$ cat src/rtl/cam_capture_ctrl.sv
// Camera frame-capture sequencer with a round-robin register arbiter for the
// NIOS (nr_*) and HPS (hr_*) masters sharing one small register file.
module cam_capture_ctrl #(
    parameter int LINE_W = 16,
    parameter int PIX_W  = 24
) (
    input  logic        clk,
    input  logic        rst,
    input  logic        vid_pixsync,
    input  logic        vid_hsync,
    input  logic        vid_vsync,
    input  logic        vid_visible,
    input  logic        vid_locked,
    input  logic [1:0]  nr_address,
    input  logic        nr_bus_enable,
    input  logic        nr_rw,
    input  logic [31:0] nr_write_data,
    output logic [31:0] nr_read_data,
    output logic        nr_acknowledge,
    output logic        nr_irq,
    input  logic [1:0]  hr_address,
    input  logic        hr_bus_enable,
    input  logic        hr_rw,
    input  logic [31:0] hr_write_data,
    output logic [31:0] hr_read_data,
    output logic        hr_acknowledge,
    output logic        hr_irq,
    output logic        cap_active,
    output logic        cap_frame_start,
    output logic        cap_frame_end
);

    typedef enum logic [1:0] {
        IDLE    = 2'd0,
        ARMED   = 2'd1,
        CAPTURE = 2'd2,
        DONE    = 2'd3
    } state_t;

    state_t state, state_nx;

    logic              vsync_q, hsync_q;
    logic              vsync_rise, hsync_rise;
    logic              rr_hps;
    logic              n_elig, h_elig, n_grant, h_grant;
    logic [1:0]        g_addr;
    logic              g_rw;
    logic [1:0]        g_wdata;
    logic              g_irq_en;
    logic              g_write, wr_ctrl, wr_irq;
    logic              cmd_arm, cmd_abort;
    logic [31:0]       g_rdata;
    logic              lock_err_set, start_cap;
    logic              done, lock_err;
    logic              nios_irq_en, hps_irq_en;
    logic [LINE_W-1:0] line_cnt, lines_q;
    logic [PIX_W-1:0]  pix_cnt, pixels_q;
    logic              unused_wdata_bits;

    assign unused_wdata_bits = ^{nr_write_data[31:2], hr_write_data[31:2]};

    assign vsync_rise = vid_vsync & ~vsync_q;
    assign hsync_rise = vid_hsync & ~hsync_q;

    // Bus handshake: a master raises bus_enable and holds address/rw/data
    // stable until acknowledge; acknowledge is a one-cycle pulse that carries
    // read_data. A master whose acknowledge is high cannot be granted again.
    assign n_elig  = nr_bus_enable & ~nr_acknowledge;
    assign h_elig  = hr_bus_enable & ~hr_acknowledge;
    assign n_grant = n_elig & (~h_elig | ~rr_hps);
    assign h_grant = h_elig & (~n_elig | rr_hps);

    always_comb begin
        g_addr   = nr_address;
        g_rw     = nr_rw;
        g_wdata  = nr_write_data[1:0];
        g_irq_en = nios_irq_en;
        if (h_grant) begin
            g_addr   = hr_address;
            g_rw     = hr_rw;
            g_wdata  = hr_write_data[1:0];
            g_irq_en = hps_irq_en;
        end
    end

    assign g_write   = (n_grant | h_grant) & ~g_rw;
    assign wr_ctrl   = g_write & (g_addr == 2'd0);
    assign wr_irq    = g_write & (g_addr == 2'd3);
    assign cmd_abort = wr_ctrl & g_wdata[1];
    assign cmd_arm   = wr_ctrl & g_wdata[0] & ~g_wdata[1];

    always_comb begin
        g_rdata = 32'd0;
        case (g_addr)
            2'd0: g_rdata = {26'd0, g_irq_en, lock_err, vid_locked, done,
                             (state == CAPTURE),
                             (state == ARMED) || (state == CAPTURE)};
            2'd1: g_rdata = 32'(lines_q);
            2'd2: g_rdata = 32'(pixels_q);
            default: g_rdata = {30'd0, done, g_irq_en};
        endcase
    end

    always_comb begin
        state_nx     = state;
        lock_err_set = 1'b0;
        start_cap    = 1'b0;
        case (state)
            IDLE: begin
                if (cmd_arm) begin
                    if (vid_locked) state_nx = ARMED;
                    else lock_err_set = 1'b1;
                end
            end
            ARMED: begin
                if (cmd_abort) begin
                    state_nx = IDLE;
                end else if (!vid_locked) begin
                    state_nx     = IDLE;
                    lock_err_set = 1'b1;
                end else if (vsync_rise) begin
                    state_nx  = CAPTURE;
                    start_cap = 1'b1;
                end
            end
            CAPTURE: begin
                if (cmd_abort) begin
                    state_nx = IDLE;
                end else if (!vid_locked) begin
                    state_nx     = IDLE;
                    lock_err_set = 1'b1;
                end else if (vsync_rise) begin
                    state_nx = DONE;
                end
            end
            DONE:    state_nx = IDLE;
            default: state_nx = IDLE;
        endcase
    end

    always_ff @(posedge clk or posedge rst) begin
        if (rst) begin
            state           <= IDLE;
            vsync_q         <= 1'b0;
            hsync_q         <= 1'b0;
            cap_frame_start <= 1'b0;
            cap_frame_end   <= 1'b0;
        end else begin
            state           <= state_nx;
            vsync_q         <= vid_vsync;
            hsync_q         <= vid_hsync;
            cap_frame_start <= start_cap;
            cap_frame_end   <= (state == CAPTURE) && (state_nx == DONE);
        end
    end

    assign cap_active = (state == CAPTURE);

    always_ff @(posedge clk or posedge rst) begin
        if (rst) begin
            nr_acknowledge <= 1'b0;
            hr_acknowledge <= 1'b0;
            nr_read_data   <= 32'd0;
            hr_read_data   <= 32'd0;
            rr_hps         <= 1'b0;
        end else begin
            nr_acknowledge <= n_grant;
            hr_acknowledge <= h_grant;
            nr_read_data   <= (n_grant && g_rw) ? g_rdata : 32'd0;
            hr_read_data   <= (h_grant && g_rw) ? g_rdata : 32'd0;
            if (n_elig && h_elig) rr_hps <= ~rr_hps;
        end
    end

    // A done set from DONE outranks a clear issued in the same cycle.
    always_ff @(posedge clk or posedge rst) begin
        if (rst) begin
            done        <= 1'b0;
            lock_err    <= 1'b0;
            nios_irq_en <= 1'b0;
            hps_irq_en  <= 1'b0;
            nr_irq      <= 1'b0;
            hr_irq      <= 1'b0;
        end else begin
            if (state == DONE) done <= 1'b1;
            else if (wr_irq && g_wdata[1]) done <= 1'b0;
            if (lock_err_set) lock_err <= 1'b1;
            else if (wr_irq && g_wdata[1]) lock_err <= 1'b0;
            if (wr_irq && n_grant) nios_irq_en <= g_wdata[0];
            if (wr_irq && h_grant) hps_irq_en <= g_wdata[0];
            nr_irq <= done & nios_irq_en;
            hr_irq <= done & hps_irq_en;
        end
    end

    always_ff @(posedge clk or posedge rst) begin
        if (rst) begin
            line_cnt <= '0;
            pix_cnt  <= '0;
            lines_q  <= '0;
            pixels_q <= '0;
        end else begin
            if (start_cap) begin
                line_cnt <= '0;
                pix_cnt  <= '0;
            end else if (state == CAPTURE) begin
                if (hsync_rise && !(&line_cnt)) line_cnt <= line_cnt + 1'b1;
                if (vid_pixsync && vid_visible && !(&pix_cnt)) pix_cnt <= pix_cnt + 1'b1;
            end
            if (state == DONE) begin
                lines_q  <= line_cnt;
                pixels_q <= pix_cnt;
            end
        end
    end

endmodule

$ cat config.mk
export PLATFORM = sky130hd
export DESIGN_NAME = cam_capture_ctrl
export DESIGN_NICKNAME = d
export VERILOG_FILES = /design/src/rtl/cam_capture_ctrl.sv
export SDC_FILE = /design/constraint.sdc
export NUM_CORES = 1
export LEC_CHECK = 0
export BUFFER_PORTS_ARGS = -buffer_cell sky130_fd_sc_hd__buf_2
export CORE_MARGIN = 8
export CORE_UTILIZATION = 55
export DETAILED_ROUTE_END_ITERATION = 8
export PLACE_DENSITY = 0.81
export SLEW_MARGIN = 10
export SYNTH_ARGS = -nofsm -noshare
export SYNTH_HDL_FRONTEND = slang
export SYNTH_SLANG_ARGS = --single-unit
$ cat constraint.sdc
create_clock -name clk -period 13.25 [get_ports clk]
set_input_delay 2.65 -clock clk [delete_from_list [all_inputs] [get_ports clk]]
set_output_delay 2.65 -clock clk [all_outputs]
set_load 0.02 [all_outputs]
==> impl_metrics.json <==
{
  "hold_path.class": "flip-flop to flip-flop",
  "dr.pass1.iters": 4,
  "start_util_pct": 56.4,
  "grt_pass1_wl_um": 22400,
  "syn-instance-count": 548,
  "die_h_um": 124,
  "hold_violations": 0,
  "highest_layer": "met4",
  "r2r.worst_path.cells": 7,
  "syn_avg_cell_area_um2": 11.7,
  "syn_to_final_growth_pct": 15.3,
  "worst_ep_arrival_time_ns": 1.72,
  "worstSetupStartpoint": "state[0]$_DFF_PP0_",
  "num_io_pins": 150,
  "seq_area_frac_synth_pct": 55.6,
  "die_width_um": 124,
  "gp_congestion": 0.862,
  "fillers": 892,
  "finalCritPeriodShare_pct": 33.0,
  "p_per_area_nw_per_um2": 154,
  "ys.flop_type": "dfrtp_1",
  "fin_crit_ns": 4.37,
  "reg2reg_from": "state[0]$_DFF_PP0_",
  "clkTransAtPathRegs_ns": 0.06,
  "crit_cells": 3,
  "detail-route-antenna-nets": 0,
  "die_area_um2": 15400,
  "crit_path_top_delay_cell": "dfrtp_1",
  "clkPwrFrac_pct": 40.5,
  "drive_gt1_share_pct": 26.3,
  "clockBufferDepth": 2,
  "drc_errors": 0,
  "async_flop_share_pct": 100,
  "vdd.ir_drop.worst_mv": 0.115,
  "met1_length_um": 5890,
  "r2r_slack_ns": 10.60,
  "crit_path_end_kind": "output pin",
  "switching_share_pct": 27.6,
  "portBuffers": 73,
  "grt_start_max_net_pins": 83,
  "startpoint_type": "flip-flop",
  "routed-wl-met2_um": 6890,
  "via_per_inst": 5.70,
  "timing.critical_path.buf_inv": 2,
  "reg2reg_to": "pix_cnt[17]$_DFFE_PP0P_",
  "grt_overflow": 0,
  "layout.nets": 706,
  "synth.distinct_cells": 60,
  "wirelength_um": 13800,
  "internal_power_uw": 826,
  "p_leak_uw": 0.00373,
  "antenna_found_initial": 0,
  "fin_worst_skew_ns": 0.00683,
  "synth_seq_cells": 143,
  "wl_met3_um": 848,
  "vias": 4421,
  "setup_violations": 0,
  "post_cts_buffers": 0,
  "status": "finished clean",
  "cts_resized": 0,
  "fmax_ghz": 0.229,
  "min_from": "lock_err$_DFFE_PP0P_",
  "cp_max_fo": 9,
  "critPathKind": "flip-flop to output pin",
  "cts_root_buf": "clkbuf_16",
  "p_sw_uw": 315,
  "max_slew_margin_pct": 46.1,
  "crit_family": "flip-flops",
  "ys_warn_count": 0,
  "final_max_slew_viol_count": 0,
  "worst_skew_pair.late_latency_ns": 0.42,
  "rsz0062_at_grt": "false",
  "wire_per_inst_um": 17.8,
  "htree_num_levels": 4,
  "worst_pin_slew_ns": 0.806,
  "grt_pass1_vias": 4471,
  "numCtsBuffers": 17,
  "grt_usage_pct": 18.9,
  "crit_chain": "inv_1 -> ha_1 -> buf_2",
  "crit_path_end": "cap_active",
  "rows": 39,
  "fin_tns_setup_ns": 0,
  "cts_tree": "built",
  "dp_hpwl_um": 9520,
  "fp.coreArea_um2": 11400,
  "pwr-share-comb_pct": 15.3,
  "ctsHoldBuffers": 0,
  "critPathRequiredTime_ns": 10.60,
  "drt-initial-drc-count": 417,
  "netlist_area_um2": 6440,
  "hold_slack_ns": 0.492,
  "synth_edf_count": 0,
  "cap_violations": 0,
  "max_stage_delay_ns": 0.45,
  "diodes": 0,
  "cts_sinks": 143,
  "seq_power_share_pct": 44.1
}
-- synth_stat cells (2+ instances only) --
cell type	count	area share (%)
or2_1	2	0.19
a32o_1	4	0.62
or3_1	3	0.29
o31ai_1	3	0.35
mux4_2	2	0.70
and3_1	16	1.6
a22o_1	10	1.4
inv_1	10	0.58
nor3_2	2	0.31
nand2_1	16	0.93
xor2_1	30	4.1
xnor2_1	5	0.68
o21ai_1	7	0.54
o2111ai_1	7	0.95
nand2b_1	4	0.39
nor4_1	3	0.29
nand4_1	15	1.5
a21oi_1	6	0.47
buf_6	2	0.35
a31oi_1	2	0.19
mux2i_1	7	1.1
o21ai_0	6	0.47
clkbuf_1	13	0.76
nor3_1	7	0.54
mux2_2	44	7.7
o211ai_1	4	0.47
o2bb2ai_1	4	0.54
nand3_1	22	1.7
nand3b_1	3	0.35
nor2_1	50	2.9
buf_4	17	2.0
buf_2	6	0.47
dfrtp_1	143	56
and2_1	40	3.9
ha_1	7	1.4
or4_1	2	0.23
-- kinds of logic (layout without fill, tap and decap cells) --
group	Yosys count	count (layout)	synth area share [%]
AO/OA/AOI/OAI	61	61	7.35
XOR/XNOR	35	35	4.76
adder cells (fa/ha/maj)	7	7	1.36
buffers and inverters	49	118	4.20
flip-flops	143	143	55.6
multiplexers	53	53	9.49
other	1	16	0.0583
AND/OR/NAND/NOR	199	199	17.2
-- sequential cells by signal, summed over array words and instances, names as in the netlist --
register	flops
hps_irq_en	1
nr_irq	1
done	1
state	2
pixels_q	24
cap_frame_end	1
rr_hps	1
hr_read_data	24
hr_acknowledge	1
line_cnt	16
lock_err	1
nios_irq_en	1
lines_q	16
vsync_q	1
cap_frame_start	1
pix_cnt	24
nr_acknowledge	1
hsync_q	1
hr_irq	1
nr_read_data	24
-- worst min path at each step --
stage	end	cells past startpoint
final	lock_err$_DFFE_PP0P_	1
after global routing	hr_read_data[21]$_DFF_PP0_	1
after CTS	lock_err$_DFFE_PP0P_	1
after detailed placement	lock_err$_DFFE_PP0P_	1
after global placement	hr_irq$_DFF_PP0_	1
after floorplan	lock_err$_DFFE_PP0P_	1
-- power by group through the flow --
stage	combinational (uW)	sequential (uW)	clock, uW
5_1_grt	192	507	488
3_5_place_dp	175	509	0
6_report	175	504	462
4_1_cts	175	503	470
2_1_floorplan	128	508	0
3_3_place_gp	165	506	0
-- layout by cell type (no fill, tap or decap), drive strengths merged, types with 13 or more instances in the layout --
master  Yosys  routed
nand2      16      16
clkbuf     13      22
and2       40      40
nor2       50      50
o21ai      13      13
mux2       44      44
conb        1      16
and3       17      17
nand4      15      15
nand3      23      23
buf        26      77
xor2       30      30
dfrtp     143     143
-- through the flow --
step                instances  setup slack (ns)  instance area, um^2  power (uW)  util, %
CTS                       775              8.86                 7420        1150     65.0
finish                    775              8.88                 7420        1140     65.0
detailed placement        744              8.66                 6840         684     59.9
global placement          744              8.71                 6840         670     59.9
floorplan                 563              6.76                 6490         636        -
global route              775              8.78                 7420        1190     65.0
-- worst reg2reg max path: stages, from the launching register on --
cell	delay [ns]
dfrtp_1	0.45
inv_1	0.16
ha_1	0.45
nand3_1	0.26
nor3_2	0.45
o21ai_1	0.22
or4_1	0.44
a21oi_1	0.15
-- per-layer routing --
layer,vias up,track usage (%)
met4,0,9.14
met2,130,30.8
met5,-,0
met3,14,4.85
li1,2045,-
met1,2232,23.2
-- area by class of cell --
type / count / area (um^2) / area share (%)
Clock inverter: 9 / 111 / 1.50
Clock buffer: 22 / 464 / 6.26
Inverter: 10 / 42.5 / 0.573
Multi-Input combinational cell: 371 / 2650 / 35.7
Tap cell: 143 / 179 / 2.41
Sequential cell: 143 / 3580 / 48.2
Timing Repair Buffer: 77 / 395 / 5.33
(Power assumes the default switching activity.)
